<file path="config.mk">
export PLATFORM = sky130hd
export DESIGN_NAME = epidemic_node
export DESIGN_NICKNAME = d
export VERILOG_FILES = /design/src/rtl/epidemic_node.sv
export SDC_FILE = /design/constraint.sdc
export NUM_CORES = 1
export LEC_CHECK = 0
export BUFFER_PORTS_ARGS = -buffer_cell sky130_fd_sc_hd__buf_2
export CAP_MARGIN = 30
export CORE_ASPECT_RATIO = 0.9
export CORE_MARGIN = 2
export CORE_UTILIZATION = 40
export CTS_BUF_LIST = sky130_fd_sc_hd__clkbuf_2 sky130_fd_sc_hd__clkbuf_4 sky130_fd_sc_hd__clkbuf_8
export CTS_CLUSTER_DIAMETER = 80
export DETAILED_ROUTE_END_ITERATION = 10
export SLEW_MARGIN = 30
export SYNTH_ARGS = -nofsm -noshare
export SYNTH_HDL_FRONTEND = slang
export SYNTH_SLANG_ARGS = --single-unit
</file>
<file path="constraint.sdc">
create_clock -name clk -period 11.9 [get_ports clk]
set_input_delay 1.19 -clock clk [delete_from_list [all_inputs] [get_ports clk]]
set_output_delay 1.19 -clock clk [all_outputs]
set_load 0.1 [all_outputs]
</file>
<file path="src/rtl/epidemic_node.sv">
// Epidemic (flood) routing mesh node: four input FIFOs, round-robin pop, seen-ID cache, multicast stage.
// Optional drop counter output o_drop_cnt is enabled by defining NODE_DROP_CNT_EN.

module epidemic_fifo #(
  parameter int DATA_W = 16,
  parameter int DEPTH  = 4
) (
  input  logic              clk,
  input  logic              rst,
  input  logic              push,
  input  logic [DATA_W-1:0] din,
  input  logic              pop,
  output logic [DATA_W-1:0] head,
  output logic              empty,
  output logic              full
);
  localparam int AW = $clog2(DEPTH);

  logic [DATA_W-1:0] mem [DEPTH];
  logic [AW-1:0]     rp, wp;
  logic [AW:0]       cnt;

  always_ff @(posedge clk) begin
    if (rst) begin
      rp  <= '0;
      wp  <= '0;
      cnt <= '0;
    end else begin
      if (push) wp <= wp + 1'b1;
      if (pop)  rp <= rp + 1'b1;
      cnt <= cnt + {{AW{1'b0}}, push} - {{AW{1'b0}}, pop};
    end
  end

  always_ff @(posedge clk) begin
    if (push) mem[wp] <= din;
  end

  assign head  = mem[rp];
  assign empty = (cnt == '0);
  assign full  = (cnt == (AW+1)'(DEPTH));
endmodule

module epidemic_node #(
  parameter int DATA_W  = 16,
  parameter int ID_W    = 6,
  parameter int TTL_W   = 3,
  parameter int DEPTH   = 4,
  parameter int CACHE_N = 8
) (
  input  logic              clk,
  input  logic              rstn,
  input  logic              i_valid_l,
  input  logic [DATA_W-1:0] i_data_l,
  output logic              o_ready_l,
  output logic              o_valid_l,
  output logic [DATA_W-1:0] o_data_l,
  input  logic              i_ready_l,
  input  logic              i_valid_r,
  input  logic [DATA_W-1:0] i_data_r,
  output logic              o_ready_r,
  output logic              o_valid_r,
  output logic [DATA_W-1:0] o_data_r,
  input  logic              i_ready_r,
  input  logic              i_valid_t,
  input  logic [DATA_W-1:0] i_data_t,
  output logic              o_ready_t,
  output logic              o_valid_t,
  output logic [DATA_W-1:0] o_data_t,
  input  logic              i_ready_t,
  input  logic              i_valid_b,
  input  logic [DATA_W-1:0] i_data_b,
  output logic              o_ready_b,
  output logic              o_valid_b,
  output logic [DATA_W-1:0] o_data_b,
  input  logic              i_ready_b
`ifdef NODE_DROP_CNT_EN
  , output logic [15:0]     o_drop_cnt
`endif
);
  localparam int NP     = 4;
  localparam int PAY_W  = DATA_W - ID_W - TTL_W;
  localparam int CW     = (CACHE_N > 1) ? $clog2(CACHE_N) : 1;

  logic [NP-1:0]             in_vld, out_rdy, push, pop, empty, full;
  logic [NP-1:0][DATA_W-1:0] in_data, head;

  assign in_vld  = {i_valid_b, i_valid_t, i_valid_r, i_valid_l};
  assign out_rdy = {i_ready_b, i_ready_t, i_ready_r, i_ready_l};
  assign in_data = {i_data_b, i_data_t, i_data_r, i_data_l};
  assign push    = in_vld & ~full;
  assign {o_ready_b, o_ready_t, o_ready_r, o_ready_l} = ~full;

  generate
    for (genvar p = 0; p < NP; p++) begin : g_port
      epidemic_fifo #(.DATA_W(DATA_W), .DEPTH(DEPTH)) u_fifo (
        .clk(clk), .rst(rstn), .push(push[p]), .din(in_data[p]),
        .pop(pop[p]), .head(head[p]), .empty(empty[p]), .full(full[p])
      );
    end
  endgenerate

  logic [DATA_W-1:0]            st_flit;
  logic [NP-1:0]                st_mask;
  logic [1:0]                   rr, gnt, idx;
  logic [CACHE_N-1:0][ID_W-1:0] cache_id;
  logic [CACHE_N-1:0]           cache_vld;
  logic [CW-1:0]                wptr;
  logic                         free, gnt_vld, hit, take, drop, fwd;
  logic [DATA_W-1:0]            g_head;
  logic [ID_W-1:0]              g_id;
  logic [TTL_W-1:0]             g_ttl;

  // Stage frees in the same cycle its last pending target accepts, enabling back-to-back reloads.
  assign free = ((st_mask & ~out_rdy) == '0);

  always_comb begin
    gnt_vld = 1'b0;
    gnt     = rr;
    idx     = rr;
    for (int k = NP-1; k >= 0; k--) begin
      idx = rr + 2'(k);
      if (!empty[idx]) begin
        gnt_vld = 1'b1;
        gnt     = idx;
      end
    end
    g_head = head[gnt];
    g_id   = g_head[DATA_W-1 -: ID_W];
    g_ttl  = g_head[DATA_W-ID_W-1 -: TTL_W];
    hit    = 1'b0;
    for (int i = 0; i < CACHE_N; i++)
      if (cache_vld[i] && cache_id[i] == g_id) hit = 1'b1;
    take = free && gnt_vld;
    drop = take && (g_ttl == '0 || hit);
    fwd  = take && !drop;
    pop  = take ? (4'b0001 << gnt) : 4'b0000;
  end

  always_ff @(posedge clk) begin
    if (rstn) begin
      st_flit   <= '0;
      st_mask   <= '0;
      rr        <= '0;
      cache_id  <= '0;
      cache_vld <= '0;
      wptr      <= '0;
    end else if (fwd) begin
      st_flit         <= {g_id, g_ttl - 1'b1, g_head[PAY_W-1:0]};
      st_mask         <= ~(4'b0001 << gnt);
      rr              <= gnt + 2'd1;
      cache_id[wptr]  <= g_id;
      cache_vld[wptr] <= 1'b1;
      wptr            <= (wptr == CW'(CACHE_N-1)) ? '0 : wptr + 1'b1;
    end else begin
      st_mask <= st_mask & ~out_rdy;
      if (take) rr <= gnt + 2'd1;
    end
  end

  assign {o_valid_b, o_valid_t, o_valid_r, o_valid_l} = st_mask;
  assign o_data_l = st_flit;
  assign o_data_r = st_flit;
  assign o_data_t = st_flit;
  assign o_data_b = st_flit;

`ifdef NODE_DROP_CNT_EN
  logic [15:0] drop_cnt;
  always_ff @(posedge clk) begin
    if (rstn) drop_cnt <= '0;
    else if (drop && drop_cnt != 16'hFFFF) drop_cnt <= drop_cnt + 16'd1;
  end
  assign o_drop_cnt = drop_cnt;
`endif
endmodule

</file>
After elaboration in Yosys (flattened, before gate mapping)
Memory sizes are Yosys's and may differ from the RTL's. A register that Yosys moved wholly into a read port is not among the register bits.
Index checks and enable logic that the tools add are counted.
{"block": "word_totals", "wordCells": 151, "input_bits": 74, "memories": 4, "ramBits": 256, "reg_bits": 109}
{"memory": "g_port[0].u_fifo.mem", "words": 4, "width": 16, "read_ports": 1, "rd_clocked_by_memory_dff": 1, "write_ports": 1, "line_no": "19", "text": "logic [DATA_W-1:0] mem [DEPTH];"}
{"memory": "g_port[1].u_fifo.mem", "words": 4, "width": 16, "read_ports": 1, "rd_clocked_by_memory_dff": 1, "write_ports": 1, "line_no": "19"}
{"memory": "g_port[2].u_fifo.mem", "words": 4, "width": 16, "read_ports": 1, "rd_clocked_by_memory_dff": 1, "write_ports": 1, "line_no": "19"}
{"memory": "g_port[3].u_fifo.mem", "words": 4, "width": 16, "read_ports": 1, "rd_clocked_by_memory_dff": 1, "write_ports": 1, "line_no": "19"}
{"block": "op_classes", "addsub": 22, "reduce_logical": 21, "bitwise_logic": 6, "n_lt_le_gt_ge": 7, "n_eq_ne": 13, "n_shift": 1, "muxes": 52}
{"operator": "$bwmux W48", "count": 1}
{"operator": "$eq A6 B6 Y1", "count": 8}
{"operator": "$bmux W16 S2", "count": 1}
{"operator": "$mux W2", "count": 14}
{"operator": "$mux W1", "count": 25}
{"operator": "$add A2 B1 Y2 const B", "count": 10}
{"operator": "$demux W6 S3", "count": 1}
{"operator": "$mux W16", "count": 1}
{"operator": "$eq A3 B3 Y1 const B", "count": 5}
{"operator": "$logic_not A3 Y1", "count": 5}
{"operator": "$lt A2 B3 Y1 const B", "count": 5}
{"operator": "$add A3 B1 Y3", "count": 4}
{"operator": "$logic_and A1 B1 Y1", "count": 12}
{"operator": "$not A4 Y4", "count": 3}
{"operator": "$sub A3 B1 Y3", "count": 4}
{"operator": "$and A4 B4 Y4", "count": 2}
{"operator": "$bmux W1 S2", "count": 4}
{"operator": "$mux W4", "count": 2}
{"operator": "$or A8 B8 Y8", "count": 1}
{"operator": "$mux W6", "count": 1}
{"operator": "$add A2 B2 Y2 const B", "count": 2}
{"operator": "$logic_not A4 Y1", "count": 1}
{"operator": "$lt A3 B4 Y1 const B", "count": 1}
{"operator": "$shl A1 B2 Y4 const A", "count": 1}
{"operator": "8 further kinds", "count": 8}

Longest topological paths before layout
Gate-level depths: netlist (run 1).
{"block": "logic_depth", "ltp_word": 24, "mapped_depth": 20}

Cells and area by module
Synthesis (run 1) repeated with hierarchy kept, for this count alone.
{"block": "hier_totals", "cells_unflattened": 1113, "hier_area_um2": 16434.5}
{"module": "epidemic_fifo", "cells_per_inst": 126, "n_inst": 4, "seq_area_each_um2": 2102.0, "area_per_inst_um2": 2785.2}
{"module": "epidemic_node", "cells_per_inst": 609, "n_inst": 1, "seq_area_each_um2": 1621.6, "area_per_inst_um2": 5293.8}

Least setup slack after synthesis (run 1)
Ideal clock, no wire load.
{"block": "synth_timing", "path_type": "register -> register", "startpoint": "reg g_port[1].u_fifo.cnt[1]", "endpoint": "reg cache_id[18] in the netlist's numbering", "setup_time_ns": 0.129, "stages_incl_launch_ff": 19, "required_time_ns": 11.771, "period_less_slack_ns": 4.400, "arrival_ns": 4.271, "n_path_buf": 5, "slack_ns": 7.500, "path_cell_list": "dfxtp_1 or3_4 o221ai_1 a21oi_2 inv_6 buf_12 clkbuf_1 clkbuf_1 mux2_2 a21oi_1 ha_1 ha_1 nand2b_1 a41oi_2 nand4_1 buf_2 or4_4 buf_6 mux2i_1"}
{"block": "synth_between", "elab_chain_len": 23, "word_cells_on_any_way": 50, "classes_between": "8 x eq/ne; 27 x mux; 15 x reduce/logical"}
{"item": "from (decl)", "line_no": "21", "text": "logic [AW:0] cnt;"}
{"item": "from (signal assigned)", "line_no": "31", "text": "cnt <= cnt + {{AW{1'b0}}, push} - {{AW{1'b0}}, pop};"}
{"item": "$logic_not A3 Y1 *", "line_no": "40", "text": "assign empty = (cnt == '0);"}
{"item": "$bmux W1 S2", "line_no": "123", "text": "if (!empty[idx]) begin"}
{"item": "$mux W1 (not written as such)", "line_no": "123"}
{"item": "$mux W2 (4 in series)", "line_no": "123"}
{"item": "$bmux W16 S2", "line_no": "128", "text": "g_head = head[gnt];"}
{"item": "$mux W16 (not written as such)", "line_no": "128"}
{"item": "$eq A6 B6 Y1", "line_no": "133", "text": "if (cache_vld[i] && cache_id[i] == g_id) hit = 1'b1;"}
{"item": "$logic_and A1 B1 Y1", "line_no": "133"}
{"item": "$mux W1 (8 in series)", "line_no": "133"}
{"item": "$logic_or A1 B1 Y1", "line_no": "135", "text": "drop = take && (g_ttl == '0 || hit);"}
{"item": "$logic_and A1 B1 Y1", "line_no": "135"}
{"item": "$logic_not A1 Y1", "line_no": "136", "text": "fwd = take && !drop;"}
{"item": "$logic_and A1 B1 Y1", "line_no": "136"}
{"item": "to (signal, indexed assignment)", "line_no": "152", "text": "cache_id[wptr] <= g_id;"}
{"item": "to (decl)", "line_no": "106", "text": "logic [CACHE_N-1:0][ID_W-1:0] cache_id;"}
Every way passes the cells marked *; elsewhere a longest branch is shown, timed or not. The select of a mux whose other input is x is not followed.
A chain may end at the register's enable or synchronous reset.

Worst setup path in the final report (run 1)
{"block": "layout_timing", "startpoint": "reg g_port[1].u_fifo.cnt[1]", "endpoint": "reg cache_id[44] in the netlist's numbering"}
Same word-level chain as after synthesis.

==> results of run 1 <==
## sequential cells by signal, summed over array words and instances (netlist names), named ones only
register	flops
rr	2
st_mask	4
g_port.u_fifo.mem	256
cache_id	48
g_port.u_fifo.rp	8
g_port.u_fifo.cnt	12
wptr	3
o_data_b	16
cache_vld	8
g_port.u_fifo.wp	8
## worst max-delay path, cell delays in order (launching register included)
cell      delay [ns]
dfxtp_1         0.37
or3_4           0.44
o31ai_1         0.35
a21oi_2         0.17
nor2_8          0.57
mux2i_1         0.20
nand2_1         0.10
o21ai_0         0.15
ha_1            0.27
ha_1            0.18
nand2b_1        0.20
a41oi_2         0.23
nand4_1         0.60
or4_1           0.93
mux2i_1         0.19
## cells by family after synthesis
family / synth area share
mux: 0.155
simple gates: 0.0756
flops: 0.625
buf+inv: 0.0468
xor+xnor: 0.0349
compound gates: 0.0334
fa+ha+maj: 0.0299
## routing by layer
metal  track usage  vias to the layer above  routed length [um]
li1              -                     4140                   -
met3        0.0373                       60                1460
met5             0                        -                  15
met1         0.219                     4347               15300
met4        0.0521                        2                 692
met2         0.284                      179               17400
## power groups by stage
stage                     Clock (mW)  Sequential, mW  Combinational (mW)
final                           1.17            1.70                2.47
after global routing            1.26            1.72                2.66
after floorplan                    0            1.82                1.90
after detailed placement           0            1.73                2.49
after global placement             0            1.72                2.47
after CTS                       1.20            1.70                2.50
## metrics by stage
stage	power [mW]	cell area, um2	setup WS, ns
after floorplan	3.72	16100	7.50
after global placement	4.19	16900	6.87
after detailed placement	4.21	16900	6.83
after CTS	5.40	18200	6.77
after global routing	5.64	18200	6.43
final	5.34	18200	6.78
## layout by cell type (no fill, tap or decap), types with 6 or more instances in the layout
cell type and instances:
o21ai_0 30, nand2b_1 59, mux2i_1 78, buf_4 6, edfxtp_1 256, clkbuf_8 71, mux2_2 11, xor2_1 38
mux2i_4 6, clkinv_2 8, a21oi_1 30, nand4_1 8, clkinv_1 17, nor2b_1 8, xnor2_1 26, ha_1 32
nand2_1 17, and2_1 8, and3_1 16, nor2_1 46, clkbuf_4 17, buf_2 144, inv_1 33, mux4_2 64
dfxtp_1 117, nand3_1 20
## worst paths after layout
kind,startpoint,end,slack [ns],depth (start not counted)
hold / removal,cache_vld[6]$_SDFFE_PP0P_,cache_vld[6]$_SDFFE_PP0P_,0.45,2
hold reg to reg,cache_vld[6]$_SDFFE_PP0P_,cache_vld[6]$_SDFFE_PP0P_,0.45,2
setup reg to reg,g_port[1].u_fifo.cnt[1]$_SDFF_PP0_,cache_id[44]$_SDFFE_PP0P_,6.78,14
setup / recovery,g_port[1].u_fifo.cnt[1]$_SDFF_PP0_,cache_id[44]$_SDFFE_PP0P_,6.78,14
## area by class of cell
| cell class | count | area, um2 | area share |
|---|---|---|---|
| clock buffers | 88 | 1100 | 0.0608 |
| clock inverters | 31 | 204 | 0.0112 |
| inverters | 34 | 133 | 0.00730 |
| multi-input cells | 555 | 5270 | 0.290 |
| flip-flops and latches | 373 | 10000 | 0.552 |
| well taps | 532 | 666 | 0.0366 |
| repair buffers | 150 | 766 | 0.0421 |
==> results.py, run 1 <==
metrics = {
    "outcome": {
        "outcome": "completed",
    },
    "sta": {
        "skew_ns": 0.0261,
        "setup-tns-final_ns": 0,
        "hold_slack_ns": 0.452,
        "slew-limit-headroom": 0.384,
        "grt_setup_unrepaired": "no",
        "worstMarginPinSlew_ns": 0.923,
        "timing.final.crit_share": 0.430,
        "final-hold-violation-count": 0,
        "period_needed_ns": 5.12,
        "fmax_mhz": 195,
        "finalMaxSlewViolations": 0,
        "setup_viol": 0,
    },
    "pwr": {
        "power.density_nw_per_um2": 294,
        "power_switching_mw": 2.30,
        "peakVddDrop_uv": 220,
        "leakagePower_nw": 6.91,
        "p_seq_frac": 0.318,
        "p_comb_frac": 0.462,
        "switching_share": 0.431,
        "internal_power_mw": 3.04,
        "p_clk_frac": 0.220,
    },
    "place": {
        "port_buffers": 145,
        "dpl.cell_count": 1644,
        "place.gp.congestion": 0.776,
        "place_hpwl_um": 23300,
    },
    "global_routing": {
        "antenna_found_initial": 1,
        "grt_pass1_vias": 8927,
        "grt_max_degree": 86,
        "grt_pass1_wl_um": 53500,
        "grtUsageTotal": 0.169,
        "grt-ovfl-total": 0,
    },
    "worst_setup_path": {
        "worstSetupStartpointType": "register",
        "cp_data_required_time_ns": 12.35,
        "worstSetupPathType": "reg -> reg",
        "worstPathArrival_ns": 5.57,
        "worstPathMaxFanout": 33,
        "end_kind": "register",
    },
    "detailed_routing": {
        "drt_pass1_iterations": 5,
        "ant_nets": 0,
        "vias": 8728,
        "drc_errors": 0,
        "wl_um": 34900,
        "drt_iter0_markers": 543,
        "wl_per_cell_um": 19.8,
        "via_per_inst": 4.95,
    },
    "floorplanning": {
        "die_w_um": 215,
        "start_util": 0.406,
        "die_h_um": 194,
        "core-area_um2": 39500,
        "io-pin-count": 146,
        "die_area_um2": 41700,
        "rows": 69,
    },
    "layout": {
        "area.growth.synth_to_final_pct": 13.2,
        "final_nets": 1290,
        "n_antenna_cell": 0,
        "post-route-util": 0.460,
        "fillers": 3560,
        "fin_cells": 1763,
        "drive_above_1_share": 0.287,
    },
    "hold_path": {
        "min_path_type": "reg -> reg",
    },
    "logic_synthesis": {
        "syn_avg_cell_area_um2": 15.0,
        "syn_inst": 1068,
        "yosys-top-cells-area": "edfxtp_1, dfxtp_1, mux4_2, mux2i_1, ha_1",
        "synth_common_cells": "edfxtp_1, dfxtp_1, mux2i_1, mux4_2, nand2b_1",
        "ys_seq_area_frac": 0.625,
        "synthFlopType": "edfxtp_1",
        "syn_nets": 1178,
        "yosys.area.top_type": "edfxtp_1",
        "ys_ff_latch": 373,
        "synth_most_common_cell": "edfxtp_1",
        "synth_edf_count": 256,
        "ys_async_sr_fraction": 0,
        "syn_area_um2": 16100,
        "yosys_warnings": 0,
        "yosys.cell_types.count": 55,
        "synth_top_area_share": 0.479,
    },
    "clock_tree": {
        "cts_made_buffers": 66,
        "cts.sinks": 373,
        "post-cts-setup-buffers": 0,
        "cts_max_path_buffers": 3,
        "post_cts_resized": 0,
        "clk_pin_slew_ns": 0.06,
        "ctsHtreeMaxLevel": 3,
        "ctsHoldBuffers": 0,
        "cts_tree": "built",
        "cts_root_buf": "clkbuf_8",
        "clock_latency_ns": 0.60,
    },
    "job": {
        "max_cap_violations": 0,
    },
}
No activity file was read; power rests on OpenSTA's default activity.
==> run 2, diff against run 1 <==
==> constraint.sdc (replaced) <==
create_clock -name clk -period 4.7 [get_ports clk]
set_input_delay 0.47 -clock clk [delete_from_list [all_inputs] [get_ports clk]]
set_output_delay 0.47 -clock clk [all_outputs]
set_load 0.1 [all_outputs]
==> results.py, run 2 (same netlist as run 1, synthesis figures left out) <==
metrics = {
    "sta": {
        "worstMarginPinSlew_ns": 0.948,
        "timing.final.crit_share": 0.930,
        "slew-limit-headroom": 0.368,
        "setup-tns-final_ns": 0,
        "final-hold-violation-count": 0,
        "fmax_mhz": 229,
        "setup_viol": 0,
        "finalMaxSlewViolations": 0,
        "skew_ns": 0.0492,
        "grt_setup_unrepaired": "no",
        "setup_slack_ns": 0.327,
        "period_needed_ns": 4.37,
    },
    "place": {
        "port_buffers": 145,
        "place_hpwl_um": 23800,
        "place.gp.congestion": 0.773,
        "dp_worst_setup_slack_ns": 0.355,
    },
    "global_routing": {
        "grt_pass1_vias": 9269,
        "grtUsageTotal": 0.171,
        "grt_pass1_wl_um": 54500,
        "antenna_found_initial": 2,
        "grt_max_degree": 83,
        "grt-ovfl-total": 0,
    },
    "floorplanning": {
        "core-area_um2": 39500,
        "die_area_um2": 41700,
        "die_w_um": 215,
        "die_h_um": 194,
        "rows": 69,
        "start_util": 0.406,
        "io-pin-count": 146,
    },
    "hold_path": {
        "min_path_type": "in -> reg",
    },
    "clock_tree": {
        "cts.sinks": 373,
        "cts_root_buf": "clkbuf_8",
        "cts_max_path_buffers": 3,
        "cts_tree": "built",
        "post_cts_resized": 0,
        "clock_latency_ns": 0.68,
        "ctsHtreeMaxLevel": 2,
        "clk_pin_slew_ns": 0.06,
        "cts_made_buffers": 60,
    },
    "pwr": {
        "internal_power_mw": 7.97,
        "peakVddDrop_uv": 461,
        "power.density_nw_per_um2": 731,
        "power_switching_mw": 5.86,
        "p_comb_frac": 0.468,
        "p_seq_frac": 0.313,
        "p_clk_frac": 0.220,
        "switching_share": 0.424,
        "leakagePower_nw": 7.25,
    },
    "worst_setup_path": {
        "end_kind": "register",
        "worstPathMaxFanout": 36,
        "worstPathArrival_ns": 4.88,
        "worstSetupStartpointType": "register",
        "worstSetupPathType": "reg -> reg",
        "cp_data_required_time_ns": 5.21,
    },
    "layout": {
        "layout_common_cells": "edfxtp_1, buf_2, dfxtp_1, mux2i_1, clkbuf_8",
        "top_register": "g_port.u_fifo.mem",
        "fillers": 3514,
        "final_nets": 1357,
        "area.growth.synth_to_final_pct": 17.8,
        "multiInputGateArea_um2": 5270,
        "post-route-util": 0.478,
        "seqCellArea_um2": 10000,
        "drive_above_1_share": 0.289,
        "largest_reg_flops": 256,
        "final_common_cell": "edfxtp_1",
    },
    "detailed_routing": {
        "ant_nets": 0,
        "drt_iter0_markers": 579,
        "drc_errors": 0,
        "wl_um": 35400,
        "wl_per_cell_um": 19.3,
        "drt_pass1_iterations": 8,
        "vias": 8998,
        "via_per_inst": 4.91,
    },
    "job": {
        "max_cap_violations": 0,
    },
    "outcome": {
        "outcome": "completed",
    },
}
[run 2: changes by cell type in the layout (fill, tap and decap cells not counted), moves of 2 or more]
| cell | change |
|---|---|
| clkinv_1 | -13 |
| clkinv_2 | -7 |
| buf_4 | +17 |
| clkbuf_4 | +12 |
| and4_1 | +2 |
| clkbuf_8 | +5 |
| dlygate4sd3_1 | +56 |
| and4_2 | -2 |
| inv_6 | -2 |
| inv_8 | -2 |
[run 2: metal layers]
metal,track usage,wire [um]
met1,0.231,15900
met2,0.273,17000
met3,0.0312,1480
met4,0.0687,1050
met5,0,7
[run 2: metrics by stage]
step                instances  hold WS (ns)  power, mW  area [um2]
floorplan                1068         0.424       9.42       16100
global placement         1661         0.435       10.9       17000
detailed placement       1661         0.443       10.9       17000
CTS                      1831       0.00137       14.0       18900
global route             1832        0.0239       14.6       18900
finish                   1832        0.0497       13.8       18900
[run 2: path summary, 6_finish.rpt]
kind | startpoint | endpoint | slack (ns) | cells past startpoint
min reg2reg | cache_vld[7]$_SDFFE_PP0P_ | cache_vld[7]$_SDFFE_PP0P_ | 0.45 | 2
max reg2reg | g_port[2].u_fifo.cnt[1]$_SDFF_PP0_ | o_data_b[9]$_SDFFE_PP0P_ | 0.33 | 13
min | i_data_t[14] | g_port[2].u_fifo.mem[0][14]$_DFFE_PP_ | 0.05 | 1
max | g_port[2].u_fifo.cnt[1]$_SDFF_PP0_ | o_data_b[9]$_SDFFE_PP0P_ | 0.33 | 13
[run 2: final cells by class]
cell class                 instances  share of cell area
clock inverter                     9             0.00496
clock buffer                     105              0.0668
inverter                          34             0.00701
antenna                            1            0.000132
timing repair buffer             223              0.0769
sequential                       373               0.530
tap                              532              0.0352
multi-input combinational        555               0.279
[run 2: critical path, cell delays in order, from the launching register on]
cell and delay, ns:
dfxtp_1 0.36, nor3_2 0.41, o221ai_1 0.18, a21oi_2 0.51
inv_6 0.29, mux2i_1 0.23, mux2i_4 0.42, xor2_1 0.12
a2111oi_0 0.55, nand3_1 0.23, and4_1 0.39, buf_4 0.27
a21oi_1 0.19, a211oi_1 0.07
[run 2: what timing repair did]
item / in CTS / in global routing
hold buffers: 56 / 0
hold endpoints to repair: 217 / 0
setup buffers: 0 / 0
[run 2: power groups by stage]
stage	logic [mW]	clock network (mW)	registers (mW)
after floorplan	4.81	0	4.61
final	6.47	3.04	4.32
after global placement	6.50	0	4.38
after global routing	6.98	3.25	4.39
after CTS	6.55	3.12	4.33
after detailed placement	6.49	0	4.40
==> run 3, diff against run 2 <==
==> constraint.sdc (replaced) <==
create_clock -name clk -period 4.4 [get_ports clk]
set_input_delay 0.44 -clock clk [delete_from_list [all_inputs] [get_ports clk]]
set_output_delay 0.44 -clock clk [all_outputs]
set_load 0.1 [all_outputs]
==> results.py, run 3 (same netlist as run 1, synthesis figures left out) <==
metrics = {
    "outcome": {
        "outcome": "completed",
    },
    "pwr": {
        "power.density_nw_per_um2": 782,
        "peakVddDrop_uv": 566,
        "leakagePower_nw": 7.28,
    },
    "clock_tree": {
        "ctsHtreeMaxLevel": 2,
        "clock_latency_ns": 0.66,
        "cts_tree": "built",
        "cts.sinks": 373,
        "cts_made_buffers": 61,
        "cts_max_path_buffers": 3,
        "cts_root_buf": "clkbuf_8",
        "post-cts-setup-buffers": 0,
        "clk_pin_slew_ns": 0.07,
    },
    "job": {
        "max_cap_violations": 0,
    },
    "sta": {
        "worstMarginPinSlew_ns": 0.928,
        "setup_viol": 0,
        "hold_slack_ns": 0.0332,
        "finalMaxSlewViolations": 0,
        "fmax_mhz": 243,
        "timing.final.crit_share": 0.936,
        "skew_ns": 0.0325,
        "grt_setup_unrepaired": "no",
        "final-hold-violation-count": 0,
        "slew-limit-headroom": 0.381,
        "period_needed_ns": 4.12,
    },
    "global_routing": {
        "grt-ovfl-total": 0,
        "grt_pass1_wl_um": 54500,
        "grt_pass1_vias": 9289,
        "antenna_found_initial": 1,
        "grtUsageTotal": 0.170,
        "grt_max_degree": 101,
    },
    "worst_setup_path": {
        "end_kind": "register",
        "worstSetupStartpoint": "g_port[1].u_fifo.cnt[1]$_SDFF_PP0_",
        "r2r-start": "g_port[1].u_fifo.cnt[1]$_SDFF_PP0_",
        "cp_data_required_time_ns": 4.89,
        "worstSetupStartpointType": "register",
        "worstPathArrival_ns": 4.61,
        "worstPathMaxFanout": 21,
        "worstSetupPathType": "reg -> reg",
    },
    "detailed_routing": {
        "drt_pass1_iterations": 4,
        "ant_nets": 0,
        "drc_errors": 0,
        "drt_iter0_markers": 498,
        "vias": 9012,
        "wl_um": 35600,
        "wl_per_cell_um": 19.3,
        "via_per_inst": 4.88,
    },
    "layout": {
        "post-route-util": 0.479,
        "layout_common_cells": "edfxtp_1, buf_2, dfxtp_1, mux2i_1, mux4_2",
        "top_register": "g_port.u_fifo.mem",
        "multiInputGateArea_um2": 5280,
        "final_common_cell": "edfxtp_1",
        "fillers": 3510,
        "largest_reg_flops": 256,
        "seqCellArea_um2": 10000,
        "n_antenna_cell": 0,
        "final_nets": 1374,
        "area.growth.synth_to_final_pct": 18.1,
        "fin_cells": 1848,
        "drive_above_1_share": 0.286,
    },
    "floorplanning": {
        "rows": 69,
        "die_w_um": 215,
        "die_area_um2": 41700,
        "start_util": 0.406,
        "core-area_um2": 39500,
        "die_h_um": 194,
        "io-pin-count": 146,
    },
    "hold_path": {
        "min_from": "i_data_t[14]",
        "min_path_type": "in -> reg",
    },
    "place": {
        "place_hpwl_um": 24300,
        "dpl.cell_count": 1672,
        "place.gp.congestion": 0.787,
        "port_buffers": 145,
    },
}
-- run 3: per-stage QoR --
| step | setup slack [ns] | area, um2 | power (mW) | TNS (ns) |
|---|---|---|---|---|
| 5_1_grt | 0.0668 | 19000 | 15.6 | 0 |
| 3_3_place_gp | 0.0326 | 17100 | 11.8 | 0 |
| 4_1_cts | 0.242 | 18900 | 15.0 | 0 |
| 2_1_floorplan | 0.000368 | 16100 | 10.1 | 0 |
| 3_5_place_dp | -0.0582 | 17100 | 11.8 | -0.679 |
| 6_report | 0.281 | 19000 | 14.8 | 0 |
-- run 3: layout make-up --
type                    instances  share of cell area
clock buffers                  75              0.0502
clock inverters                40              0.0156
inverters                      34             0.00700
multi-input cells             555               0.278
flip-flops and latches        373               0.529
well taps                     532              0.0351
repair buffers                239              0.0846
-- run 3: power breakdown --
group	switching (mW)	internal (mW)
logic	4.61	2.51
registers	0.345	4.28
clock network	1.41	1.67
total	6.36	8.46
-- run 3: critical path, stage by stage (launching register included) --
cell      delay [ns]
dfxtp_1         0.36
or3_4           0.44
o31ai_1         0.37
a21oi_2         0.17
nor2_8          0.18
buf_4           0.26
a21oi_1         0.12
ha_1            0.20
ha_1            0.18
nand2b_1        0.17
a41oi_2         0.26
nand4_1         0.25
or4_1           0.79
mux2i_1         0.19
-- run 3: routing by layer --
metal | up-vias | wire length [um] | GRT usage
li1 | 4312 | - | -
met1 | 4483 | 15600 | 0.217
met2 | 160 | 17600 | 0.289
met3 | 55 | 1610 | 0.0356
met4 | 2 | 786 | 0.0580
met5 | - | 13 | 0
-- run 3: path summary, 6_finish.rpt --
kind,endpoint,slack (ns),cells past startpoint
setup / recovery,cache_id[45]$_SDFFE_PP0P_,0.28,13
hold / removal,g_port[2].u_fifo.mem[3][14]$_DFFE_PP_,0.03,1
setup reg to reg,cache_id[45]$_SDFFE_PP0P_,0.28,13
hold reg to reg,cache_vld[5]$_SDFFE_PP0P_,0.45,2
-- run 3: repair_timing --
action / in CTS / in global routing
gates resized for setup: 1 / 2
hold endpoints to repair: 244 / 0
hold buffers: 61 / 0
setup endpoints to repair: 35 / 2
